**config.mk**
```make
export PLATFORM = sky130hd
export DESIGN_NAME = bcd_rtc_core_flat
export DESIGN_NICKNAME = d
export VERILOG_FILES = /design/src/rtl/bcd_rtc_if.sv /design/src/rtl/bcd_rtc_core.sv /design/src/flat_wrapper.sv
export SDC_FILE = /design/constraint.sdc
export NUM_CORES = 1
export LEC_CHECK = 0
export BUFFER_PORTS_ARGS = -buffer_cell sky130_fd_sc_hd__buf_2
export CELL_PAD_IN_SITES_DETAIL_PLACEMENT = 1
export CELL_PAD_IN_SITES_GLOBAL_PLACEMENT = 2
export CORE_MARGIN = 2
export CORE_UTILIZATION = 33
export DETAILED_ROUTE_END_ITERATION = 8
export GPL_TIMING_DRIVEN = 0
export PLACE_DENSITY = 0.77
export RECOVER_POWER = 100
export SLEW_MARGIN = 20
export SYNTH_ARGS = -nofsm -noshare
export SYNTH_HDL_FRONTEND = slang
export SYNTH_SLANG_ARGS = --single-unit
```
**constraint.sdc**
```tcl
create_clock -name clk -period 5.6 [get_ports clk]
set_input_delay 1.68 -clock clk [delete_from_list [all_inputs] [get_ports clk]]
set_output_delay 1.68 -clock clk [all_outputs]
set_load 0.03 [all_outputs]
```
**src/rtl/bcd_rtc_if.sv**
```systemverilog
// Signal bundle for the BCD time-of-day core: controls, load port and display outputs.
// load is a one-cycle strobe with no ready; acceptance or rejection shows up as load_err one cycle later.
interface bcd_rtc_if #(
    parameter int CNT_W = 16
);
    logic             run_en;
    logic [1:0]       time_spd;
    logic             hour_inc;
    logic             min_inc;
    logic             load;
    logic [7:0]       ld_hour;
    logic [7:0]       ld_min;
    logic [7:0]       ld_sec;
    logic             mode_12h;
    logic [7:0]       hour;
    logic [7:0]       min;
    logic [7:0]       sec;
    logic             pm;
    logic             d_or_n;
    logic             sec_tick;
    logic             day_tick;
    logic             load_err;
    logic [CNT_W-1:0] cnt;

    modport master (
        output run_en, time_spd, hour_inc, min_inc, load, ld_hour, ld_min, ld_sec, mode_12h,
        input  hour, min, sec, pm, d_or_n, sec_tick, day_tick, load_err, cnt
    );

    modport slave (
        input  run_en, time_spd, hour_inc, min_inc, load, ld_hour, ld_min, ld_sec, mode_12h,
        output hour, min, sec, pm, d_or_n, sec_tick, day_tick, load_err, cnt
    );
endinterface

```
**src/rtl/bcd_rtc_core.sv**
```systemverilog
// BCD hh:mm:ss time-of-day counter with selectable tick rate, load, adjust and 12/24 h display.
// All carries ripple inside one cycle; the prescaler count is exposed on the bus for observation.
module bcd_rtc_core #(
    parameter int DIV0        = 1000,
    parameter int DIV1        = 100,
    parameter int DIV2        = 10,
    parameter int DIV3        = 5,
    parameter int DAY_START   = 8,
    parameter int NIGHT_START = 23,
    parameter int CNT_W       = 16
) (
    input logic       clk,
    input logic       rst,
    bcd_rtc_if.slave  bus
);
    localparam logic [CNT_W-1:0] D0_M1   = CNT_W'(DIV0 - 1);
    localparam logic [CNT_W-1:0] D1_M1   = CNT_W'(DIV1 - 1);
    localparam logic [CNT_W-1:0] D2_M1   = CNT_W'(DIV2 - 1);
    localparam logic [CNT_W-1:0] D3_M1   = CNT_W'(DIV3 - 1);
    localparam logic [6:0]       DAY_B   = 7'(DAY_START);
    localparam logic [6:0]       NIGHT_B = 7'(NIGHT_START);

    // Wraps to 00 at top, otherwise a decimal-adjusted +1.
    function automatic logic [7:0] bcd_step(input logic [7:0] v, input logic [7:0] top);
        if (v == top) begin
            return 8'h00;
        end else if (v[3:0] == 4'h9) begin
            return {v[7:4] + 4'h1, 4'h0};
        end else begin
            return {v[7:4], v[3:0] + 4'h1};
        end
    endfunction

    logic [7:0]       hr_q, mn_q, sc_q;
    logic [CNT_W-1:0] cnt_q;
    logic             hour_inc_q, min_inc_q;
    logic             sec_tick_q, day_tick_q, load_err_q, d_or_n_q;

    logic [CNT_W-1:0] div_m1;
    logic             tick, hour_rise, min_rise, ld_ok, night;
    logic             sec_wrap, min_wrap, day_wrap;
    logic [7:0]       sc_n, mn_n, hr_n, mn_c, hr_c, hour_disp;
    logic [6:0]       hr_bin;

    always_comb begin
        div_m1 = D0_M1;
        case (bus.time_spd)
            2'b00:   div_m1 = D0_M1;
            2'b01:   div_m1 = D1_M1;
            2'b10:   div_m1 = D2_M1;
            default: div_m1 = D3_M1;
        endcase
    end

    assign tick      = bus.run_en && (cnt_q >= div_m1);
    assign hour_rise = bus.hour_inc && !hour_inc_q;
    assign min_rise  = bus.min_inc && !min_inc_q;

    assign ld_ok = (bus.ld_hour[3:0] <= 4'h9) && (bus.ld_hour <= 8'h23) &&
                   (bus.ld_min[3:0]  <= 4'h9) && (bus.ld_min[7:4] <= 4'h5) &&
                   (bus.ld_sec[3:0]  <= 4'h9) && (bus.ld_sec[7:4] <= 4'h5);

    // Tick carry is applied first, then the adjust step on top of it; adjust itself never carries.
    always_comb begin
        sc_n     = tick ? bcd_step(sc_q, 8'h59) : sc_q;
        sec_wrap = tick && (sc_q == 8'h59);
        mn_c     = sec_wrap ? bcd_step(mn_q, 8'h59) : mn_q;
        min_wrap = sec_wrap && (mn_q == 8'h59);
        mn_n     = min_rise ? bcd_step(mn_c, 8'h59) : mn_c;
        hr_c     = min_wrap ? bcd_step(hr_q, 8'h23) : hr_q;
        day_wrap = min_wrap && (hr_q == 8'h23);
        hr_n     = hour_rise ? bcd_step(hr_c, 8'h23) : hr_c;
    end

    assign hr_bin = {3'b000, hr_q[7:4]} * 7'd10 + {3'b000, hr_q[3:0]};
    assign night  = !((hr_bin >= DAY_B) && (hr_bin < NIGHT_B));

    always_comb begin
        hour_disp = hr_q;
        if (bus.mode_12h) begin
            if (hr_q == 8'h00) begin
                hour_disp = 8'h12;
            end else if (hr_q >= 8'h13 && hr_q <= 8'h19) begin
                hour_disp = hr_q - 8'h12;
            end else if (hr_q == 8'h20) begin
                hour_disp = 8'h08;
            end else if (hr_q == 8'h21) begin
                hour_disp = 8'h09;
            end else if (hr_q == 8'h22) begin
                hour_disp = 8'h10;
            end else if (hr_q == 8'h23) begin
                hour_disp = 8'h11;
            end
        end
    end

    always_ff @(posedge clk) begin
        if (rst) begin
            hr_q       <= 8'h00;
            mn_q       <= 8'h00;
            sc_q       <= 8'h00;
            cnt_q      <= '0;
            hour_inc_q <= 1'b0;
            min_inc_q  <= 1'b0;
            sec_tick_q <= 1'b0;
            day_tick_q <= 1'b0;
            load_err_q <= 1'b0;
            d_or_n_q   <= 1'b1;
        end else begin
            hour_inc_q <= bus.hour_inc;
            min_inc_q  <= bus.min_inc;
            d_or_n_q   <= night;
            sec_tick_q <= 1'b0;
            day_tick_q <= 1'b0;
            load_err_q <= 1'b0;
            if (bus.load) begin
                // A rejected load holds every field, prescaler included, for that cycle.
                if (ld_ok) begin
                    hr_q  <= bus.ld_hour;
                    mn_q  <= bus.ld_min;
                    sc_q  <= bus.ld_sec;
                    cnt_q <= '0;
                end else begin
                    load_err_q <= 1'b1;
                end
            end else begin
                if (bus.run_en) begin
                    cnt_q <= tick ? '0 : cnt_q + 1'b1;
                end
                sec_tick_q <= tick;
                day_tick_q <= day_wrap;
                hr_q       <= hr_n;
                mn_q       <= mn_n;
                sc_q       <= sc_n;
            end
        end
    end

    assign bus.hour     = hour_disp;
    assign bus.min      = mn_q;
    assign bus.sec      = sc_q;
    assign bus.pm       = (hr_bin >= 7'd12);
    assign bus.d_or_n   = d_or_n_q;
    assign bus.sec_tick = sec_tick_q;
    assign bus.day_tick = day_tick_q;
    assign bus.load_err = load_err_q;
    assign bus.cnt      = cnt_q;
endmodule

```
**src/flat_wrapper.sv**
```systemverilog
// flat-port wrapper written by rule: the top's interface ports become plain ports
module bcd_rtc_core_flat 
#(
    parameter int DIV0        = 1000,
    parameter int DIV1        = 100,
    parameter int DIV2        = 10,
    parameter int DIV3        = 5,
    parameter int DAY_START   = 8,
    parameter int NIGHT_START = 23,
    parameter int CNT_W       = 16
)
  (clk, rst, bus_run_en, bus_time_spd, bus_hour_inc, bus_min_inc, bus_load, bus_ld_hour, bus_ld_min, bus_ld_sec, bus_mode_12h, bus_hour, bus_min, bus_sec, bus_pm, bus_d_or_n, bus_sec_tick, bus_day_tick, bus_load_err, bus_cnt);
  bcd_rtc_if #(.CNT_W(CNT_W)) bus_i ();
  input logic clk;
  input logic rst;
  input wire logic [$bits(bus_i.run_en)-1:0] bus_run_en;
  input wire logic [$bits(bus_i.time_spd)-1:0] bus_time_spd;
  input wire logic [$bits(bus_i.hour_inc)-1:0] bus_hour_inc;
  input wire logic [$bits(bus_i.min_inc)-1:0] bus_min_inc;
  input wire logic [$bits(bus_i.load)-1:0] bus_load;
  input wire logic [$bits(bus_i.ld_hour)-1:0] bus_ld_hour;
  input wire logic [$bits(bus_i.ld_min)-1:0] bus_ld_min;
  input wire logic [$bits(bus_i.ld_sec)-1:0] bus_ld_sec;
  input wire logic [$bits(bus_i.mode_12h)-1:0] bus_mode_12h;
  output wire logic [$bits(bus_i.hour)-1:0] bus_hour;
  output wire logic [$bits(bus_i.min)-1:0] bus_min;
  output wire logic [$bits(bus_i.sec)-1:0] bus_sec;
  output wire logic [$bits(bus_i.pm)-1:0] bus_pm;
  output wire logic [$bits(bus_i.d_or_n)-1:0] bus_d_or_n;
  output wire logic [$bits(bus_i.sec_tick)-1:0] bus_sec_tick;
  output wire logic [$bits(bus_i.day_tick)-1:0] bus_day_tick;
  output wire logic [$bits(bus_i.load_err)-1:0] bus_load_err;
  output wire logic [$bits(bus_i.cnt)-1:0] bus_cnt;
  assign bus_i.run_en = bus_run_en;
  assign bus_i.time_spd = bus_time_spd;
  assign bus_i.hour_inc = bus_hour_inc;
  assign bus_i.min_inc = bus_min_inc;
  assign bus_i.load = bus_load;
  assign bus_i.ld_hour = bus_ld_hour;
  assign bus_i.ld_min = bus_ld_min;
  assign bus_i.ld_sec = bus_ld_sec;
  assign bus_i.mode_12h = bus_mode_12h;
  assign bus_hour = bus_i.hour;
  assign bus_min = bus_i.min;
  assign bus_sec = bus_i.sec;
  assign bus_pm = bus_i.pm;
  assign bus_d_or_n = bus_i.d_or_n;
  assign bus_sec_tick = bus_i.sec_tick;
  assign bus_day_tick = bus_i.day_tick;
  assign bus_load_err = bus_i.load_err;
  assign bus_cnt = bus_i.cnt;
  bcd_rtc_core #(.DIV0(DIV0), .DIV1(DIV1), .DIV2(DIV2), .DIV3(DIV3), .DAY_START(DAY_START), .NIGHT_START(NIGHT_START), .CNT_W(CNT_W)) u_core (.clk(clk), .rst(rst), .bus(bus_i));
endmodule
```
==> impl_metrics.toml, run 1 <==
[floorplanning]
die_x_um = 116.5
start_util = 0.3352
rows = 41
die_area_mm2 = 0.01358
core_area_mm2 = 0.01247
die_h_um = 116.5
io_pins = 78

[synthesis]
yosys_warnings = 0
async_flop_share = 0
ys_ff_latch = 46
synth_edf_count = 0
synth-seq-area-share = 0.2204
yosys_most_used_dff = "dfxtp_1"
synth_top_family_by_area = "compound AO/OA/AOI/OAI gates"
synth_mux_area_frac = 0.05629
synth_compound_area_frac = 0.2620
synth_xor_area_frac = 0.04162
yosysUniqueCellTypes = 77
avgSynthCellArea_um2 = 7.975
syn_inst = 524
synth_nets = 601
netlist_area_mm2 = 0.004179
synth_fa_ha_area_frac = 0.1353
yosys.area_share.simple = 0.2404

[layout]
layout-area-overhead-vs-synth_pct = 16.08
fillers = 1553
fin_util = 0.3891
layout-drive-gt1-share = 0.1234
antennaDiodeCount = 0
nNetsFinal = 684

[sta]
period_minus_slack_ps = 5295
period_share = 0.9456
fin_skew_ps = 10.25
finalHoldViolCount = 0
slew_headroom = 0.3523
max_freq_ghz = 0.1888
setup-tns-final_ps = 0
setup_viol = 0
grt_setup_unrepaired = "false"
drv_slew = 0
worstMarginPinSlew_ps = 968.0
holdWs_ps = 531.7

[critical_path]
crit_cells = 17
critPathArrivalTime_ps = 5460
crit_buf_inv = 3
worstPathRequired_ps = 5760
slowest_stage = "o21ai_0"
r2r_cells = 13
cp-start-kind = "primary input"
path_class = "in2reg"
cpMostUsedCell = "ha_1"
critical_path_peak_fanout = 7
crit_chain = "buf_2, inv_1, ha_1, o21ai_0, ha_1, nor2b_1, o211ai_1, a31o_1, a21boi_4, nand2_1, mux2i_1, ha_1, inv_1, a2111oi_4, nand4_2, a32oi_1, o22ai_1"
critPathMaxStageDelay_ps = 460
endpoint_kind = "register"
path_delay_family = "compound AO/OA/AOI/OAI gates"

[route]
routedWlPerCell_um = 18.44
remaining_drc_errors = 0
num_vias = 4263
drt_iter0_markers = 182
drt-total-wl_um = 14380
drtPass1Iterations = 4
via_per_inst = 5.465
ant_nets = 0

[min_path]
hold_path_class = "reg2reg"
hold_path_depth = 2

[grt]
grtUsageTotal = 0.2169
grt.overflow.total = 0
grt_max_degree = 15
antenna_found_initial = 0
grt_pass1_wl_um = 22820
grt_pass1_vias = 4385

[clocking]
clk_pin_slew_worst_paths_ps = 70
clock_latency_ps = 310
post_cts_buffers = 0
cts_resized = 0
cts_buffers = 5
cts_sinks = 46
cts_buffer_depth = 2
cts_max_level = 2
hold_buffers = 0
cts_tree = "yes"
cts-root-buf = "clkbuf_16"

[status]
status = "finished, final reports clean"

[run]
maxCapViolCount = 0

[placed_design]
post-dp-hpwl_um = 11260
gp_congestion = 0.9012
port_buffers = 76

[power_and_ir_drop]
power.density_mw_per_mm2 = 170.3
ir_drop_mv = 0.1457
power_leakage_uw = 0.001907
[area by class of cell]
class	instances	area, µm²	area share
inverters	27	101.3	0.02089
flip-flops and latches	46	920.9	0.1898
repair buffers	76	324.1	0.06680
multi-input cells	430	3055	0.6299
clock inverters	2	12.51	0.002579
well taps	172	215.2	0.04436
clock buffers	6	138.9	0.02863
plain buffers	21	82.58	0.01702
[cells in the final DEF (no fill, tap or decap), types with 7 or more instances in the layout]
master	n
xnor2_1	7
and3_1	11
nor2b_1	10
nand2_1	49
a21oi_1	34
nand4_1	8
a211oi_1	9
inv_1	26
o21ai_0	26
nor3_1	8
ha_1	42
clkbuf_1	63
nand3_1	17
mux2i_1	19
a21o_1	8
xor2_1	11
buf_2	34
dfxtp_1	46
nor2_1	50
a31oi_1	10
[state kept, by name (all words and copies together), names as in the netlist]
| signal | cells |
|---|---|
| u_core.bus.cnt | 16 |
| u_core.bus.d_or_n | 1 |
| u_core.bus.day_tick | 1 |
| u_core.bus.load_err | 1 |
| u_core.bus.min | 8 |
| u_core.bus.sec | 8 |
| u_core.bus.sec_tick | 1 |
| u_core.hour_inc_q | 1 |
| u_core.hr_q | 8 |
| u_core.min_inc_q | 1 |
[cells in the mapped netlist, types with 10 or more instances]
| cell type | count | area share |
|---|---|---|
| nand3_1 | 17 | 0.020 |
| nor2b_1 | 10 | 0.015 |
| inv_1 | 26 | 0.023 |
| a31oi_1 | 10 | 0.015 |
| and3_1 | 11 | 0.016 |
| nand2_1 | 49 | 0.044 |
| dfxtp_1 | 46 | 0.22 |
| o21ai_0 | 25 | 0.030 |
| xor2_1 | 11 | 0.023 |
| clkbuf_1 | 18 | 0.016 |
| a21oi_1 | 34 | 0.041 |
| nor2_1 | 49 | 0.044 |
| ha_1 | 42 | 0.13 |
| mux2i_1 | 19 | 0.046 |
[per-layer routing]
layer,up-vias,wire [µm],track usage
met5,-,0,0
met4,0,246,0.06431
met3,19,540,0.03529
met2,93,7197,0.3903
met1,2079,6397,0.2659
li1,2072,-,-
[final timing paths]
path	start	to	slack (ps)
max	bus_time_spd[1]	u_core.hr_q[1]	300
min	u_core.bus.sec[7]	u_core.bus.sec[7]	530
max reg2reg	u_core.bus.min[4]	u_core.hr_q[1]	1990
min reg2reg	u_core.bus.sec[7]	u_core.bus.sec[7]	530
[worst register-to-register path, cell delays in order, from the launching register on]
cell,delay (ps)
dfxtp_1,520
ha_1,260
and3_1,160
clkbuf_1,240
and4_1,270
a21boi_4,350
nand2_1,120
mux2i_1,300
ha_1,240
inv_1,80
a2111oi_4,280
nand4_2,210
a32oi_1,300
o22ai_1,150
[power breakdown]
part / internal (µW) / total (µW) / switching (µW)
Clock: 177 / 324 / 147
Sequential: 334 / 345 / 10.4
Combinational: 53.2 / 157 / 104
Total: 565 / 826 / 261
[metrics by stage]
step / total power, µW / instances / area, µm² / setup WS [ps]
final: 826.3 / 780 / 4851 / 304.6
after floorplan: 453.9 / 524 / 4179 / 1008
after global placement: 507.5 / 772 / 4775 / 297.9
after CTS: 837.7 / 780 / 4926 / 527.3
after detailed placement: 512.8 / 772 / 4775 / 201.2
after global routing: 862.4 / 780 / 4851 / 126.2
[logic make-up after synthesis]
family / count (synthesis)
AO/OA/AOI/OAI: 152
XOR/XNOR: 19
multiplexers: 22
AND/OR/NAND/NOR: 193
flip-flops: 46
buffers and inverters: 48
adder cells (fa/ha/maj): 44
No activity file was read; power rests on OpenSTA's default activity.
==> run 2: changes to the inputs <==
Settings changed: RECOVER_POWER 100 to 25.
==> impl_metrics.toml, run 2 (same netlist as run 1, synthesis figures left out) <==
[route]
drt-total-wl_um = 14360
drtPass1Iterations = 4
ant_nets = 0
routedWlPerCell_um = 18.40
via_per_inst = 5.453
drt_iter0_markers = 208
remaining_drc_errors = 0
num_vias = 4253

[sta]
period_minus_slack_ps = 5089
worstMarginPinSlew_ps = 794.8
slew_headroom = 0.4701
finalHoldViolCount = 0
grt_setup_unrepaired = "false"
holdWs_ps = 534.6
drv_slew = 0
setup-tns-final_ps = 0
fin_skew_ps = 9.541
setup_viol = 0
max_freq_ghz = 0.1965
period_share = 0.9088

[layout]
final_common_cell = "buf_2"
nNetsFinal = 684
largest_reg_flops = 16
layout-area-overhead-vs-synth_pct = 17.31
fin_util = 0.3933
layout-drive-gt1-share = 0.1711
final_cell_mix = "buf_2, nand2_1, nor2_1"
fin_cells = 780
antennaDiodeCount = 0

[critical_path]
r2r_end = "u_core.hr_q[1]"
critical_path_peak_fanout = 7
crit_path_end = "u_core.hr_q[1]"
r2r_cells = 13
worstPathRequired_ps = 5760
r2r-start = "u_core.bus.min[4]"
reg2reg_slack_ps = 1980
endpoint_kind = "register"
cp-start-kind = "primary input"
path_class = "in2reg"
startpoint = "bus_time_spd[1]"
critPathArrivalTime_ps = 5250

[clocking]
cts_resized = 0
cts_sinks = 46
cts_buffers = 5
clock_latency_ps = 310
hold_buffers = 0
cts-root-buf = "clkbuf_16"
post_cts_buffers = 0
cts_max_level = 2
clk_pin_slew_worst_paths_ps = 70
cts_tree = "yes"
cts_buffer_depth = 2

[floorplanning]
io_pins = 78
die_area_mm2 = 0.01358
die_h_um = 116.5
rows = 41
start_util = 0.3352
die_x_um = 116.5
core_area_mm2 = 0.01247

[status]
status = "finished, final reports clean"

[placed_design]
port_buffers = 76
gp_congestion = 0.9012
dp.cells = 772
post-dp-hpwl_um = 11260

[grt]
grt.overflow.total = 0
grt_pass1_vias = 4385
antenna_found_initial = 0
grt_pass1_wl_um = 22820
grtUsageTotal = 0.2169
grt_max_degree = 15

[power_and_ir_drop]
power.density_mw_per_mm2 = 169.3
power_leakage_uw = 0.002018
ir_drop_mv = 0.1458

[min_path]
hold_path_class = "reg2reg"
hold_path_depth = 2

[run]
maxCapViolCount = 0
==> run 2: changes by cell type in the layout (fill, tap and decap cells not counted), sizes merged <==
cell / previous run / this run
buf: 34 / 60
clkbuf: 69 / 43
==> run 2: metrics by stage <==
stage          worst slack [ps]  area (µm²)  power (µW)
3_3_place_gp              297.9        4775       507.5
5_1_grt                   222.8        4902       865.0
3_5_place_dp              201.2        4775       512.8
2_1_floorplan              1008        4179       453.9
4_1_cts                   527.3        4926       837.7
6_report                  510.6        4902       829.7
==> run 2: how the worst min path moves through the flow <==
stage	endpoint	from	slack, ps
final	u_core.bus.sec[7]	u_core.bus.sec[7]	530
after global routing	u_core.bus.sec[7]	u_core.bus.sec[7]	570
after CTS	u_core.bus.sec[7]	u_core.bus.sec[7]	530
after detailed placement	u_core.bus.sec[7]	u_core.bus.sec[7]	520
after global placement	u_core.bus.sec[7]	u_core.bus.sec[7]	510
after floorplan	u_core.hr_q[7]	u_core.hr_q[7]	610
==> run 2: area by class of cell <==
class                           instances  area [µm²]
Tap cell                              172       215.2
Timing Repair Buffer                   76       356.6
Buffer                                 21       82.58
Multi-Input combinational cell        430        3074
Sequential cell                        46       920.9
Fill cell                            1548        7564
Clock buffer                            6       138.9
Clock inverter                          2       12.51
Inverter                               27       101.3
==> run 2: power by group <==
group	total (µW)	internal [µW]	switching, µW
combinational	160	55.5	104
clock	325	178	148
sequential	345	334	10.3
==> run 2: critical path: stages <==
cell and delay (ps):
buf_2 100, inv_1 70, ha_1 180, o21ai_0 440, ha_1 340, nor2b_1 140, o211ai_1 230, a31o_4 270
a21boi_4 120, nand2_1 100, mux2i_1 320, ha_1 240, inv_1 80, a2111oi_4 280, nand4_2 210, a32oi_1 290
o22ai_1 150
==> run 2: routing by layer <==
| metal | part of all wire | GRT usage |
|---|---|---|
| met1 | 0.45 | 0.2659 |
| met2 | 0.50 | 0.3903 |
| met3 | 0.030 | 0.03529 |
| met4 | 0.017 | 0.06431 |
| met5 | 0 | 0 |
==> run 3: changes to the inputs <==
Settings changed: CORE_MARGIN 2 to not set.
==> impl_metrics.toml, run 3 (same netlist as run 1, synthesis figures left out) <==
[route]
drtPass1Iterations = 4
num_vias = 4227
drt-total-wl_um = 13680
ant_nets = 0
drt_iter0_markers = 144
remaining_drc_errors = 0
via_per_inst = 5.447
routedWlPerCell_um = 17.62

[grt]
antenna_found_initial = 0
grt_pass1_wl_um = 22630
grt_util_met3 = 0.03229
grt_pass1_vias = 4222
grtUsageTotal = 0.2196
top_usage_layer = "met2"
grt_max_degree = 14
grt.overflow.total = 0
grtUsageMet2 = 0.3552
grt_util_met1 = 0.3101

[clocking]
cts_max_level = 2
clk_pin_slew_worst_paths_ps = 70
cts_buffers = 5
cts_resized = 0
clock_latency_ps = 290
cts_tree = "yes"
cts_sinks = 46
post_cts_buffers = 0
cts-root-buf = "clkbuf_16"
hold_buffers = 0
cts_buffer_depth = 2

[critical_path]
path_class = "in2reg"
critical_path_peak_fanout = 7
worstPathRequired_ps = 5760
reg2reg_slack_ps = 2040
endpoint_kind = "register"
critPathArrivalTime_ps = 5260
r2r-start = "u_core.bus.min[4]"
cp-start-kind = "primary input"
startpoint = "bus_time_spd[0]"

[sta]
drv_slew = 0
finalHoldViolCount = 0
timing.final.ws_setup_ps = 499.7
max_freq_ghz = 0.1961
setup-tns-final_ps = 0
worstMarginPinSlew_ps = 759.8
period_share = 0.9108
fin_skew_ps = 7.813
period_minus_slack_ps = 5100
slew_headroom = 0.4935
grt_setup_unrepaired = "false"
setup_viol = 0

[placed_design]
dp.cells = 768
gp_congestion = 0.8338
port_buffers = 76
place_ws_ps = 209.7
post-dp-hpwl_um = 11070

[power_and_ir_drop]
ir_drop_mv = 0.08681
power.density_mw_per_mm2 = 166.7
fin_total_pwr_uw = 815.9
power_leakage_uw = 0.002019

[layout]
final_cell_mix = "buf_2, nand2_1, nor2_1"
multi_input_area_mm2 = 0.003074
largest_reg_flops = 16
nNetsFinal = 684
fillers = 1524
layout-area-overhead-vs-synth_pct = 17.10
fin_cells = 776
layout-drive-gt1-share = 0.1694
seq_area_um2 = 920.9
final_common_cell = "buf_2"
antennaDiodeCount = 0
fin_util = 0.4024

[floorplanning]
die_x_um = 114.5
die_area_mm2 = 0.01312
io_pins = 78
start_util = 0.3436
core_area_mm2 = 0.01216
rows = 40
die_h_um = 114.5

[status]
status = "finished, final reports clean"

[run]
maxCapViolCount = 0

[min_path]
hold_path_class = "reg2reg"
hold_path.startpoint = "u_core.bus.sec[7]"
run 3: final timing paths:
path | cells after the start | to
max | 17 | u_core.hr_q[5]
min | 2 | u_core.bus.sec[7]
max reg2reg | 13 | u_core.hr_q[5]
min reg2reg | 2 | u_core.bus.sec[7]
run 3: final cells by class:
class | count | area share
Timing Repair Buffer | 76 | 0.07287
Tap cell | 168 | 0.04296
Multi-Input combinational cell | 430 | 0.6282
Sequential cell | 46 | 0.1882
Buffer | 21 | 0.01688
Clock inverter | 1 | 0.001023
Clock buffer | 7 | 0.02915
Inverter | 27 | 0.02071
run 3: metrics by stage:
step                instance area [µm²]  hold WS (ps)
finish                             4893         522.4
global route                       4893         545.6
CTS                                4917         528.4
detailed placement                 4770         512.0
global placement                   4770         503.5
floorplan                          4179         609.5
run 3: report_power, final:
| group | switching, µW | total (µW) | internal [µW] |
|---|---|---|---|
| Clock | 136 | 313 | 178 |
| Sequential | 10.5 | 345 | 334 |
| Combinational | 103 | 158 | 55.2 |
run 3: routing by layer:
metal / wire [µm] / vias up
met5: 0 / -
met4: 105 / 0
met3: 586 / 7
met2: 6136 / 90
met1: 6847 / 2050
li1: - / 2080
run 3: critical path, stage by stage:
cell and delay [ps]:
buf_2 110, inv_1 80, ha_1 190, o21ai_0 420
ha_1 340, nor2b_1 130, o211ai_1 250, a31o_4 280
a21boi_4 120, nand2_1 100, mux2i_1 320, ha_1 240
inv_1 70, a2111oi_4 290, nand4_2 200, o21ai_2 290
o22ai_1 140
